File: src/rtl/led_seq_pkg.sv
// Shared constants for the LED sequencer: pattern mode encodings
// and bounce direction values.
package led_seq_pkg;

    localparam logic [1:0] ROT_L = 2'b00;
    localparam logic [1:0] ROT_R = 2'b01;
    localparam logic [1:0] PING  = 2'b10;
    localparam logic [1:0] FILL  = 2'b11;

    localparam logic UP = 1'b0;
    localparam logic DN = 1'b1;

endpackage

File: src/rtl/led_prescaler.sv
// Enable-gated prescaler: emits a one-cycle tick every PRESCALE
// enabled clocks; the count pauses (not clears) while en is low.
module led_prescaler #(
    parameter int PRESCALE = 50_000_000
) (
    input  logic clk,
    input  logic reset,
    input  logic en,
    output logic tick
);

    localparam int CNT_W = (PRESCALE > 1) ? $clog2(PRESCALE) : 1;
    localparam logic [CNT_W-1:0] LAST = CNT_W'(PRESCALE - 1);

    logic [CNT_W-1:0] cnt;

    assign tick = en && (cnt == LAST);

    always_ff @(posedge clk) begin
        if (reset) begin
            cnt <= '0;
        end else if (en) begin
            if (cnt == LAST) begin
                cnt <= '0;
            end else begin
                cnt <= cnt + 1'b1;
            end
        end
    end

endmodule

File: src/rtl/led_sequencer.sv
// Parametrised LED pattern sequencer: rotate, ping-pong and bar
// patterns stepped by an internal prescaler from the board clock.
module led_sequencer
    import led_seq_pkg::*;
#(
    parameter int N_LEDS   = 4,
    parameter int PRESCALE = 50_000_000
) (
    input  logic              clk,
    input  logic              reset,
    input  logic              en,
    input  logic [1:0]        mode,
    output logic [N_LEDS-1:0] led_io,
    output logic              step_tick
);

    localparam int POS_W = $clog2(N_LEDS);
    localparam logic [POS_W-1:0] LAST   = POS_W'(N_LEDS - 1);
    localparam logic [POS_W-1:0] PENULT = POS_W'(N_LEDS - 2);

    logic             tick;
    logic [POS_W-1:0] pos;
    logic [POS_W-1:0] pos_nxt;
    logic             dir;
    logic             dir_nxt;
    int               pos_idx;

    led_prescaler #(
        .PRESCALE(PRESCALE)
    ) u_prescaler (
        .clk  (clk),
        .reset(reset),
        .en   (en),
        .tick (tick)
    );

    always_comb begin
        pos_nxt = pos;
        dir_nxt = dir;
        // Unused encodings (non power-of-2 banks) fall back to LED 0
        if (pos > LAST) begin
            pos_nxt = '0;
        end else begin
            case (mode)
                ROT_L: pos_nxt = (pos == LAST) ? '0 : pos + 1'b1;
                ROT_R: pos_nxt = (pos == '0) ? LAST : pos - 1'b1;
                default: begin
                    if (dir == UP) begin
                        if (pos == LAST) begin
                            dir_nxt = DN;
                            pos_nxt = PENULT;
                        end else begin
                            pos_nxt = pos + 1'b1;
                        end
                    end else begin
                        if (pos == '0) begin
                            dir_nxt = UP;
                            pos_nxt = POS_W'(1);
                        end else begin
                            pos_nxt = pos - 1'b1;
                        end
                    end
                end
            endcase
        end
    end

    always_ff @(posedge clk) begin
        if (reset) begin
            pos       <= '0;
            dir       <= UP;
            step_tick <= 1'b0;
        end else begin
            step_tick <= tick;
            if (tick) begin
                pos <= pos_nxt;
                dir <= dir_nxt;
            end
        end
    end

    assign pos_idx = int'(pos);

    always_comb begin
        led_io = '0;
        for (int i = 0; i < N_LEDS; i++) begin
            led_io[i] = (mode == FILL) ? (i <= pos_idx) : (i == pos_idx);
        end
    end

endmodule

File: config.mk
export PLATFORM = sky130hd
export DESIGN_NAME = led_sequencer
export DESIGN_NICKNAME = d
export VERILOG_FILES = /design/src/rtl/led_seq_pkg.sv /design/src/rtl/led_prescaler.sv /design/src/rtl/led_sequencer.sv
export SDC_FILE = /design/constraint.sdc
export NUM_CORES = 1
export LEC_CHECK = 0
export ABC_AREA = 1
export CAP_MARGIN = 15
export CORE_MARGIN = 3
export CORE_UTILIZATION = 59
export DETAILED_ROUTE_END_ITERATION = 7
export PLACE_DENSITY = 0.79
export SLEW_MARGIN = 20
export SYNTH_ARGS = -nofsm -noshare
export SYNTH_HDL_FRONTEND = slang
export SYNTH_SLANG_ARGS = --single-unit
File: constraint.sdc
create_clock -name clk -period 2 [get_ports clk]
set_clock_uncertainty 0.1 [all_clocks]
set_input_delay 0.3 -clock clk [delete_from_list [all_inputs] [get_ports clk]]
set_output_delay 0.3 -clock clk [all_outputs]
set_load 0.05 [all_outputs]
==> impl_metrics.env <==
export IMPL_outcome="finished clean"
export IMPL_die_y_um=62.7
export IMPL_ctsHtreeMaxLevel=2
export IMPL_synth_seq_cells=30
export IMPL_row_count=19
export IMPL_seqCellArea_sq_um=601
export IMPL_die_area_sq_um=3930
export IMPL_first_pass_iters=4
export IMPL_dr_first_iter_drc_count=120
export IMPL_rsz0062_at_grt="false"
export IMPL_cts_tree="yes"
export IMPL_hold_depth=2
export IMPL_required_ns=1.60
export IMPL_critical_path_cell_chain="inv_1, ha_1, inv_1, o21ai_0, buf_12"
export IMPL_wl_per_cell_um=11.7
export IMPL_timing_final_crit_period_ns=1.90
export IMPL_cp_end_kind="output pin"
export IMPL_antenna_found_initial=0
export IMPL_cts_resized=0
export IMPL_synth_area_leaders="dfxtp_1, nand2_1, nor2_1"
export IMPL_start_util=0.654
export IMPL_finalSetupViolCount=0
export IMPL_reg2reg_depth=8
export IMPL_pre_cts_slack_ns=0.0457
export IMPL_clk_pin_slew_ns=0.09
export IMPL_wl_um=4060
export IMPL_gr_total_overflow=0
export IMPL_dp_hpwl_um=3230
export IMPL_syn_num_nets=303
export IMPL_dp_cells=341
export IMPL_synth_top_flop_cell="dfxtp_1"
export IMPL_critPathKind="register to output pin"
export IMPL_final_area_sq_um=2090
export IMPL_syn_cell_area_sq_um=1900
export IMPL_cp_start_kind="register"
export IMPL_max_stage_delay_ns=0.42
export IMPL_synthTopCellsByCount="nand2_1, nor2_1, inv_1"
export IMPL_area_growth_pct=10.2
export IMPL_grt_usage=0.228
export IMPL_cts_buffers=5
export IMPL_r2r_end="pos[1]$_SDFFE_PP0P_"
export IMPL_diodes=0
export IMPL_ys_async_sr_fraction=0
export IMPL_clock_sinks=30
export IMPL_vias_per_cell=5.19
export IMPL_yosysWarnings=0
export IMPL_fill_cells=257
export IMPL_cp_common_cell="inv_1"
export IMPL_p_leak_uw=0.000841
export IMPL_die_w_um=62.7
export IMPL_synthDistinctLibCells=28
export IMPL_synth_top_area_cell="dfxtp_1"
export IMPL_cp_slowest_cell="dfxtp_1"
export IMPL_drv_slew=0
export IMPL_grt_pass1_vias=1670
export IMPL_hold_path_class="register to register"
export IMPL_max_freq_mhz=525
export IMPL_io_pins=10
export IMPL_clock_path_buffers=2
export IMPL_grt_max_degree=12
export IMPL_ant_nets=0
export IMPL_core_sq_um=2900
export IMPL_slew_headroom=0.674
export IMPL_totalPowerFinal_uw=988
export IMPL_cts_root_buf="clkbuf_4"
export IMPL_whs_endpoint="u_prescaler.cnt[15]$_SDFFE_PP0P_"
export IMPL_hp_start="u_prescaler.cnt[15]$_SDFFE_PP0P_"
export IMPL_synth_top_area_frac=0.317
export IMPL_cap_violations=0
export IMPL_peakVddDrop_v=0.000374
export IMPL_worstMarginPinSlew_ns=0.487
export IMPL_drc=0
export IMPL_synth_seq_area_share=0.317
export IMPL_hold_viol_final=0
export IMPL_reg2reg_slack_ns=0.33
export IMPL_drive_above_1_share=0.121
export IMPL_min_period_over_period=0.952
export IMPL_crit_arrival_ns=1.50
export IMPL_syn_instance_count=292
export IMPL_r2r_start="u_prescaler.cnt[1]$_SDFFE_PP0P_"
export IMPL_grt_pass1_wl_um=7180
export IMPL_postSynthAreaPerCell_sq_um=6.49
export IMPL_nets=317
export IMPL_multi_input_area_sq_um=1120
export IMPL_postCtsHoldBufs=0
export IMPL_post_cts_buffers=0
export IMPL_fin_cells=348
export IMPL_tns_ns=0
export IMPL_routed_via_count=1805
export IMPL_setup_ws_ns=0.0957
export IMPL_powerDensity_nw_per_um2=473
export IMPL_synth_edf_count=0
export IMPL_place_area_sq_um=2040
export IMPL_gp_congestion=0.959
export IMPL_clk_latency_ns=0.33
export IMPL_io_buffers=9
export IMPL_crit_path_max_fanout=5
## where the power goes
part           total (uW)  internal (uW)  switching, uW  leakage, uW
clock network         334            132            202    0.0000254
logic                48.8           18.5           30.3     0.000573
registers             606            600           5.33     0.000242
total                 988            751            237     0.000841
## area by class of cell
type | instances | share of cell area
clock buffers | 7 | 0.0216
inverters | 36 | 0.0647
multi-input cells | 222 | 0.537
flip-flops and latches | 30 | 0.288
well taps | 42 | 0.0252
repair buffers | 11 | 0.0635
## routing by layer
metal	wire length, um	up-vias	global-route usage
met5	0	-	0
met4	99	0	0.0992
met3	336	12	0.0737
met2	1740	58	0.350
met1	1880	791	0.290
li1	-	944	-
## through the flow
step                hold WS, ns  utilization
floorplan                 0.371            -
global placement          0.399        0.704
detailed placement        0.404        0.704
CTS                       0.416        0.720
global route              0.465        0.720
finish                    0.418        0.720
## sequential cells by signal, indices dropped and copies added, names as in the netlist
name / flops
dir: 1
pos: 2
step_tick: 1
u_prescaler.cnt: 26
## worst max-delay path by stage
stage                         from                                to
2_1_floorplan  pos[0]$_SDFFE_PP0P_                         led_io[1]
3_3_place_gp                    en  u_prescaler.cnt[25]$_SDFFE_PP0P_
3_5_place_dp                    en  u_prescaler.cnt[24]$_SDFFE_PP0P_
4_1_cts        pos[0]$_SDFFE_PP0P_                         led_io[0]
5_1_grt        pos[1]$_SDFFE_PP0P_                         led_io[0]
6_report       pos[0]$_SDFFE_PP0P_                         led_io[0]
## critical path: cells and delay by family, from the launching register on
| kind | cells | cell delay (ns) |
|---|---|---|
| AO/OA/AOI/OAI | 1 | 0.16 |
| adder cells (fa/ha/maj) | 1 | 0.20 |
| buffers and inverters | 3 | 0.40 |
| flip-flops | 1 | 0.42 |
## cell families after synthesis
kind of cell,count (synthesis),share of synthesized area
compound gates,15,0.0436
xor+xnor,9,0.0416
fa+ha+maj,6,0.0396
buf+inv,40,0.0911
flops,30,0.317
simple gates,192,0.467
## cells in the final DEF (no fill, tap or decap), types with 3 or more instances in the layout
cell	count
o21ai_0	5
ha_1	6
dfxtp_1	30
nand3_2	4
nand2_2	5
nor2_2	10
nand2_1	66
buf_12	3
nor2_4	4
buf_4	3
nand3_1	16
clkdlybuf4s50_1	5
xor2_1	6
a21oi_1	7
inv_1	35
nor2_1	66
xnor2_1	3
nor3_1	7
nand4_1	9
clkbuf_4	5
Note: power is estimated with default switching activity, not from simulation.
